$ cat src/rtl/pixie_pkg.sv
// Shared types and helpers for the pixie video DMA front end and its timing generator.
package pixie_pkg;

    typedef enum logic [1:0] {
        SC_FETCH = 2'b00,
        SC_EXEC  = 2'b01,
        SC_DMA   = 2'b10,
        SC_INT   = 2'b11
    } sc_e;

    typedef enum logic [1:0] {
        ST_OFF,
        ST_BLANK,
        ST_FETCH,
        ST_REPEAT
    } rep_state_e;

    localparam int unsigned REP_W = 3;

    // Last rep_cnt value of a row group: 1/2/4/8 scanlines per fetched row.
    function automatic logic [REP_W-1:0] rep_last(input logic [1:0] sel);
        logic [REP_W-1:0] r;
        case (sel)
            2'd0:    r = 3'd0;
            2'd1:    r = 3'd1;
            2'd2:    r = 3'd3;
            default: r = 3'd7;
        endcase
        return r;
    endfunction

    function automatic logic in_window(input int unsigned val, input int unsigned lo,
                                       input int unsigned hi);
        return (val >= lo) && (val < hi);
    endfunction

endpackage

$ cat src/rtl/pixie_timing_gen.sv
// Horizontal/vertical counters and per-line efx/int/v_active flags, registered at
// line end so each flag describes the following scanline.
module pixie_timing_gen
    import pixie_pkg::*;
#(
    parameter int unsigned BYTES_PER_LINE  = 14,
    parameter int unsigned LINES_PER_FRAME = 262,
    parameter int unsigned ACTIVE_START    = 80,
    parameter int unsigned ACTIVE_LINES    = 128,
    parameter int unsigned INT_LINES       = 2,
    parameter int unsigned EFX_LINES       = 4,
    localparam int unsigned H_W = $clog2(BYTES_PER_LINE)
)
(
    input  logic           clk_i,
    input  logic           rst_ni,
    input  logic           clk_en_i,
    input  logic           enabled_i,
    output logic [H_W-1:0] h_o,
    output logic           h_end_o,
    output logic           frame_end_o,
    output logic           efx_o,
    output logic           int_o,
    output logic           v_active_o,
    output logic           v_active_nxt_o
);

    localparam int unsigned V_W     = $clog2(LINES_PER_FRAME);
    localparam int unsigned ACT_END = ACTIVE_START + ACTIVE_LINES;

    logic [H_W-1:0] h_q, h_d;
    logic [V_W-1:0] v_q, v_d;
    logic           efx_q, int_q, vact_q;
    logic           h_end, v_end;
    logic           efx_nxt, int_nxt, vact_nxt;
    int unsigned    v32;

    assign h_end = (h_q == H_W'(BYTES_PER_LINE - 1));
    assign v_end = (v_q == V_W'(LINES_PER_FRAME - 1));
    assign v32   = 32'(v_q);

    always_comb begin
        h_d = h_end ? '0 : h_q + H_W'(1);
        v_d = v_q;
        if (h_end) begin
            v_d = v_end ? '0 : v_q + V_W'(1);
        end
    end

    // Windows are evaluated on the current line, one line ahead of their effect.
    always_comb begin
        efx_nxt  = in_window(v32, ACTIVE_START - EFX_LINES - 1, ACTIVE_START - 1)
                || in_window(v32, ACT_END - EFX_LINES - 1, ACT_END - 1);
        int_nxt  = enabled_i && in_window(v32, ACTIVE_START - INT_LINES - 1, ACTIVE_START - 1);
        vact_nxt = enabled_i && in_window(v32, ACTIVE_START - 1, ACT_END - 1);
    end

    always_ff @(posedge clk_i or negedge rst_ni) begin
        if (!rst_ni) begin
            h_q    <= '0;
            v_q    <= '0;
            efx_q  <= 1'b0;
            int_q  <= 1'b0;
            vact_q <= 1'b0;
        end else if (clk_en_i) begin
            h_q <= h_d;
            v_q <= v_d;
            if (h_end) begin
                efx_q  <= efx_nxt;
                int_q  <= int_nxt;
                vact_q <= vact_nxt;
            end
        end
    end

    assign h_o            = h_q;
    assign h_end_o        = h_end;
    assign frame_end_o    = h_end && v_end;
    assign efx_o          = efx_q;
    assign int_o          = int_q;
    assign v_active_o     = vact_q;
    assign v_active_nxt_o = vact_nxt;

endmodule

$ cat src/rtl/pixie_dma_engine.sv
// CDP1861-style video DMA front end: DMA request timing, display buffer write path
// with hardware line repeat, frame-start strobe and sticky underrun status.
module pixie_dma_engine
    import pixie_pkg::*;
#(
    parameter int unsigned BYTES_PER_LINE  = 14,
    parameter int unsigned LINES_PER_FRAME = 262,
    parameter int unsigned ACTIVE_START    = 80,
    parameter int unsigned ACTIVE_LINES    = 128,
    parameter int unsigned INT_LINES       = 2,
    parameter int unsigned EFX_LINES       = 4,
    parameter int unsigned DMA_FIRST       = 1,
    parameter int unsigned DMA_BYTES       = 8,
    parameter int unsigned ADDR_W          = 10
)
(
    input  logic              clk,
    input  logic              reset_n,
    input  logic              clk_enable,
    input  logic [1:0]        sc,
    input  logic              disp_on,
    input  logic              disp_off,
    input  logic [1:0]        line_rep,
    input  logic [7:0]        data,
    output logic              dmao,
    output logic              int_pixie,
    output logic              efx,
    output logic              frame_start,
    output logic              underrun,
    output logic [ADDR_W-1:0] mem_addr,
    output logic [7:0]        mem_data,
    output logic              mem_wr_en
);

    localparam int unsigned H_W   = $clog2(BYTES_PER_LINE);
    localparam int unsigned CNT_W = $clog2(DMA_BYTES + 1);

    rep_state_e         state_q;
    logic               enabled_q, enabled_d, en_now;
    logic [ADDR_W-1:0]  addr_q, line_base_q, addr_inc;
    logic [REP_W-1:0]   rep_cnt_q, rep_last_q;
    logic [CNT_W-1:0]   wr_cnt_q, wr_cnt_inc;
    logic               underrun_q, frame_start_q;
    logic               wr;

    logic [H_W-1:0]     h;
    logic               h_end, frame_end, v_active, v_active_nxt;

    pixie_timing_gen #(
        .BYTES_PER_LINE  (BYTES_PER_LINE),
        .LINES_PER_FRAME (LINES_PER_FRAME),
        .ACTIVE_START    (ACTIVE_START),
        .ACTIVE_LINES    (ACTIVE_LINES),
        .INT_LINES       (INT_LINES),
        .EFX_LINES       (EFX_LINES)
    ) u_timing (
        .clk_i          (clk),
        .rst_ni         (reset_n),
        .clk_en_i       (clk_enable),
        .enabled_i      (enabled_q),
        .h_o            (h),
        .h_end_o        (h_end),
        .frame_end_o    (frame_end),
        .efx_o          (efx),
        .int_o          (int_pixie),
        .v_active_o     (v_active),
        .v_active_nxt_o (v_active_nxt)
    );

    // en_now lets a qualified disp_off remove dmao within the same machine cycle.
    assign enabled_d = disp_on | (enabled_q & ~disp_off);
    assign en_now    = clk_enable ? enabled_d : enabled_q;

    assign dmao      = en_now && v_active
                    && in_window(32'(h), DMA_FIRST, DMA_FIRST + DMA_BYTES);
    assign mem_wr_en = enabled_q && (sc == SC_DMA);
    assign mem_addr  = addr_q;
    assign mem_data  = data;
    assign wr        = mem_wr_en && clk_enable;

    assign addr_inc   = wr ? addr_q + ADDR_W'(1) : addr_q;
    assign wr_cnt_inc = (wr && (wr_cnt_q != CNT_W'(DMA_BYTES))) ? wr_cnt_q + CNT_W'(1) : wr_cnt_q;

    always_ff @(posedge clk or negedge reset_n) begin
        if (!reset_n) begin
            state_q       <= ST_OFF;
            enabled_q     <= 1'b0;
            addr_q        <= '0;
            line_base_q   <= '0;
            rep_cnt_q     <= '0;
            rep_last_q    <= '0;
            wr_cnt_q      <= '0;
            underrun_q    <= 1'b0;
            frame_start_q <= 1'b0;
        end else if (clk_enable) begin
            enabled_q     <= enabled_d;
            frame_start_q <= frame_end;
            wr_cnt_q      <= h_end ? '0 : wr_cnt_inc;

            if (disp_on) begin
                underrun_q <= 1'b0;
            end else if (h_end && v_active && enabled_q && (32'(wr_cnt_inc) < DMA_BYTES)) begin
                underrun_q <= 1'b1;
            end

            if (state_q != ST_OFF) begin
                addr_q <= addr_inc;
            end

            // Rewind at line end overrides the address increment assigned above.
            case (state_q)
                ST_OFF: begin
                    if (enabled_q) state_q <= ST_BLANK;
                end
                ST_BLANK: begin
                    if (h_end && v_active_nxt) begin
                        state_q     <= ST_FETCH;
                        line_base_q <= addr_inc;
                        rep_cnt_q   <= '0;
                        rep_last_q  <= rep_last(line_rep);
                    end
                end
                ST_FETCH, ST_REPEAT: begin
                    if (h_end) begin
                        if (!v_active_nxt) begin
                            state_q <= ST_BLANK;
                        end else if (rep_cnt_q == rep_last_q) begin
                            state_q     <= ST_FETCH;
                            rep_cnt_q   <= '0;
                            line_base_q <= addr_inc;
                        end else begin
                            state_q   <= ST_REPEAT;
                            rep_cnt_q <= rep_cnt_q + REP_W'(1);
                            addr_q    <= line_base_q;
                        end
                    end
                end
                default: state_q <= ST_OFF;
            endcase

            if (!enabled_q) begin
                state_q <= ST_OFF;
            end

            if (frame_end) begin
                addr_q      <= '0;
                line_base_q <= '0;
                rep_cnt_q   <= '0;
            end
        end
    end

    assign underrun    = underrun_q;
    assign frame_start = frame_start_q;

endmodule

$ cat config.mk
export PLATFORM = sky130hd
export DESIGN_NAME = pixie_dma_engine
export DESIGN_NICKNAME = d
export VERILOG_FILES = /design/src/rtl/pixie_pkg.sv /design/src/rtl/pixie_timing_gen.sv /design/src/rtl/pixie_dma_engine.sv
export SDC_FILE = /design/constraint.sdc
export NUM_CORES = 1
export LEC_CHECK = 0
export CELL_PAD_IN_SITES_DETAIL_PLACEMENT = 0
export CELL_PAD_IN_SITES_GLOBAL_PLACEMENT = 2
export CORE_UTILIZATION = 37
export CTS_BUF_LIST = sky130_fd_sc_hd__clkbuf_16
export CTS_CLUSTER_SIZE = 28
export DETAILED_ROUTE_END_ITERATION = 7
export PLACE_DENSITY = 0.82
export SLEW_MARGIN = 20
export SYNTH_ARGS = -nofsm -noshare
export SYNTH_HDL_FRONTEND = slang
export SYNTH_SLANG_ARGS = --single-unit
$ cat constraint.sdc
create_clock -name clk -period 6.74 [get_ports clk]
set_input_delay 1.348 -clock clk [delete_from_list [all_inputs] [get_ports clk]]
set_output_delay 1.348 -clock clk [all_outputs]
set_load 0.05 [all_outputs]
==> impl_metrics.csv <==
group,metric,value,unit
layout,utilization,42.6,%
sta,finalCritPeriodShare,68.6,%
sta,tightest_slew,0.893,ns
pwr,seqPwrFrac,45.3,%
critical_path,path_cells,"clkdlybuf4s50_1 -> buf_4 -> a22o_1 -> and3_1 -> clkdlybuf4s50_1",
routing,dr.pass1.iters,4,
sta,period_minus_slack,4.62,ns
synth,netlist_area,3100,sq um
run,maxCapViolations,0,
floorplanning,io_pins,41,
routing,wl_per_cell,16.5,um
place,place_inst,437,
pwr,powerDensity,259,nW/um^2
global_route,first_global_vias,2519,
sta,fin_tns_setup,0,ns
floorplanning,initial_core_util,37.9,%
routing,final_antenna_net_count,0,
synth,synth_area_per_cell,9.15,sq um
critical_path,worstSetupEndpointType,"output pin",
cts,clk_pin_slew,0.07,ns
floorplanning,chipHeight,93.5,um
routing,routed_wl,7320,um
sta,slew_violations,0,
floorplanning,die_w,93.5,um
global_route,grt_overflow_total,0,
global_route,antenna_found_initial,0,
critical_path,cp.arrival,3.28,ns
layout,nNetsFinal,362,
cts,h-tree-depth,2,
pwr,ir_worst_vdd,0.114,mV
critical_path,slowest_stage,"clkdlybuf4s50_1",
critical_path,startpoint_type,"primary input",
place,io_buffer_count,24,
synth,synth_top_area_cell,"dfrtp_1",
synth,ys_top_cells_by_count,"dfrtp_1, nand2_1, nand3_1",
cts,clock_latency,0.29,ns
sta,max_freq,0.216,GHz
global_route,grt_usage,18.6,%
cts,ctsHoldBuffers,0,
synth,netlist.area_leader.share,41.2,%
place,gp_congestion,0.837,
routing,vias_per_cell,5.59,
cts,postCtsSetupBuffers,0,
sta,rsz0062_at_grt,"false",
pwr,power.static_leakage,1.52,nW
critical_path,cp_max_fo,28,
layout,regArea,1280,sq um
sta,hold_viol_final,0,
floorplanning,core.rowCount,33,
layout,drive_above_1_share,5.88,%
critical_path,worstPathRequired,5.39,ns
critical_path,cp_common_cell,"clkdlybuf4s50_1",
synth,synth_seq_cells,51,
synth,ys_types,58,
synth,yosysWarnings,0,
synth,synth_async_sr_flop_share,100,%
sta,relSlewSlack,40.3,%
layout,synthToLayoutAreaGrowth,12.3,%
routing,dr_total_vias,2486,
layout,diodes,0,
synth,yosysMostFrequentCell,"dfrtp_1",
critical_path,path_class,"primary input to output pin",
synth,synth_flop_cell,"dfrtp_1",
layout,fillers,797,
status,status,"finished, final reports clean",
pwr,combPwrFrac,23.1,%
global_route,grt_max_degree,52,
global_route,grt_pass1_wl,12800,um
cts,cts_buffers,5,
sta,finalSetupViolCount,0,
pwr,power_switching,0.301,mW
floorplanning,coreArea,8180,sq um
cts,tritoncts,"done",
cts,cts-root-buf,"clkbuf_16",
synth,yosys-top-cells-area,"dfrtp_1, mux2i_1, nand3_1, nand2_1, xnor2_1",
pwr,p_int,0.601,mW
pwr,clock_power_share,31.6,%
layout,multi_input_area,1600,sq um
place,pre_cts_ws,2.12,ns
critical_path,crit_buf_inv,3,
floorplanning,die_area,8750,sq um
synth,synth_nets,362,
hold_path,hold_path_class,"flip-flop to flip-flop",
place,hpwl,5130,um
critical_path,critical-path-top-delay-family,"buffers and inverters",
routing,post-route-drc-count,0,
critical_path,cpPeakStageDelay,0.80,ns
sta,skew,0.00778,ns
pwr,switching_share,33.4,%
synth,yosysSeqAreaShare,41.2,%
sta,worst_slack,2.12,ns
cts,clockBufferDepth,2,
routing,drt_iter0_drc,78,
synth,syn_inst,339,
layout,final_cells,445,
synth,synth_edf_count,0,
cts,postCtsResizedCells,0,
cts,cts_sinks,51,
layout make-up:
| cell class | count | area share [%] |
|---|---|---|
| Clock buffer | 5 | 3.59 |
| Clock inverter | 3 | 1.11 |
| Inverter | 17 | 1.83 |
| Multi-Input combinational cell | 238 | 45.8 |
| Sequential cell | 51 | 36.7 |
| Tap cell | 105 | 3.77 |
| Timing Repair Buffer | 26 | 7.19 |
through the flow:
stage          hold slack (ns)  cell area (sq um)  power [mW]
3_5_place_dp             0.473               3320       0.622
5_1_grt                  0.509               3480       0.955
2_1_floorplan            0.455               3100       0.570
4_1_cts                  0.489               3480       0.907
3_3_place_gp             0.463               3320       0.621
6_report                 0.478               3480       0.903
final timing paths:
kind / cells past startpoint / endpoint / startpoint / slack (ns)
setup / recovery: 5 / dmao / clk_enable / 2.12
hold / removal: 2 / u_timing.int_o$_DFFE_PN0P_ / u_timing.int_o$_DFFE_PN0P_ / 0.48
setup reg to reg: 5 / mem_addr[3]$_DFFE_PN0P_ / u_timing.v_q[5]$_DFFE_PN0P_ / 3.75
hold reg to reg: 2 / u_timing.int_o$_DFFE_PN0P_ / u_timing.int_o$_DFFE_PN0P_ / 0.48
max in group asynchronous: 2 / mem_addr[5]$_DFFE_PN0P_ / reset_n / 5.10
min in group asynchronous: 2 / u_timing.int_o$_DFFE_PN0P_ / reset_n / 1.19
worst reg2reg max path, delay by kind of cell (launching register included):
| kind | cells | cell delay [ns] |
|---|---|---|
| and+or+nand+nor | 2 | 1.40 |
| DFF | 1 | 0.46 |
| muxes | 1 | 0.41 |
| AOI/OAI and AO/OA | 2 | 0.59 |
layout by cell type, fill, tap and decap left out, types with 12 or more instances in the layout:
master            n
clkdlybuf4s50_1  23
dfrtp_1          51
inv_1            16
mux2i_1          13
nand2_1          33
nand3_1          25
nand4_1          12
nor2_1           16
o21ai_0          17
xnor2_1          13
registers in the layout, summed over array words and instances, names as in the netlist:
register             count
enabled_q                1
frame_start              1
line_base_q             10
mem_addr                10
rep_cnt_q                3
rep_last_q               3
state_q                  2
u_timing.efx_o           1
u_timing.h_o             4
u_timing.int_o           1
u_timing.v_active_o      1
u_timing.v_q             9
underrun                 1
wr_cnt_q                 4
logic make-up (layout without fill, tap and decap cells):
kind of cell    after synthesis  in the layout  share of synthesized area (%)
flops                        51             51                           41.2
compound gates               68             68                           16.2
simple gates                127            127                           21.7
buf+inv                      50             51                           7.34
mux                          16             16                           5.29
xor+xnor                     21             21                           5.93
fa+ha+maj                     6              6                           2.42
power groups by stage:
stage	Combinational [mW]	Sequential [mW]	Clock [mW]
2_1_floorplan	0.174	0.396	0
3_3_place_gp	0.208	0.414	0
3_5_place_dp	0.209	0.413	0
4_1_cts	0.210	0.407	0.290
5_1_grt	0.236	0.417	0.302
6_report	0.208	0.409	0.286
layer usage:
| metal | part of all wire [%] | vias to the layer above | track usage (%) |
|---|---|---|---|
| li1 | - | 1220 | - |
| met1 | 52 | 1222 | 26.2 |
| met2 | 44 | 36 | 28.9 |
| met3 | 2.5 | 8 | 3.17 |
| met4 | 1.1 | 0 | 5.77 |
| met5 | 0 | - | 0 |
(Power assumes the default switching activity.)
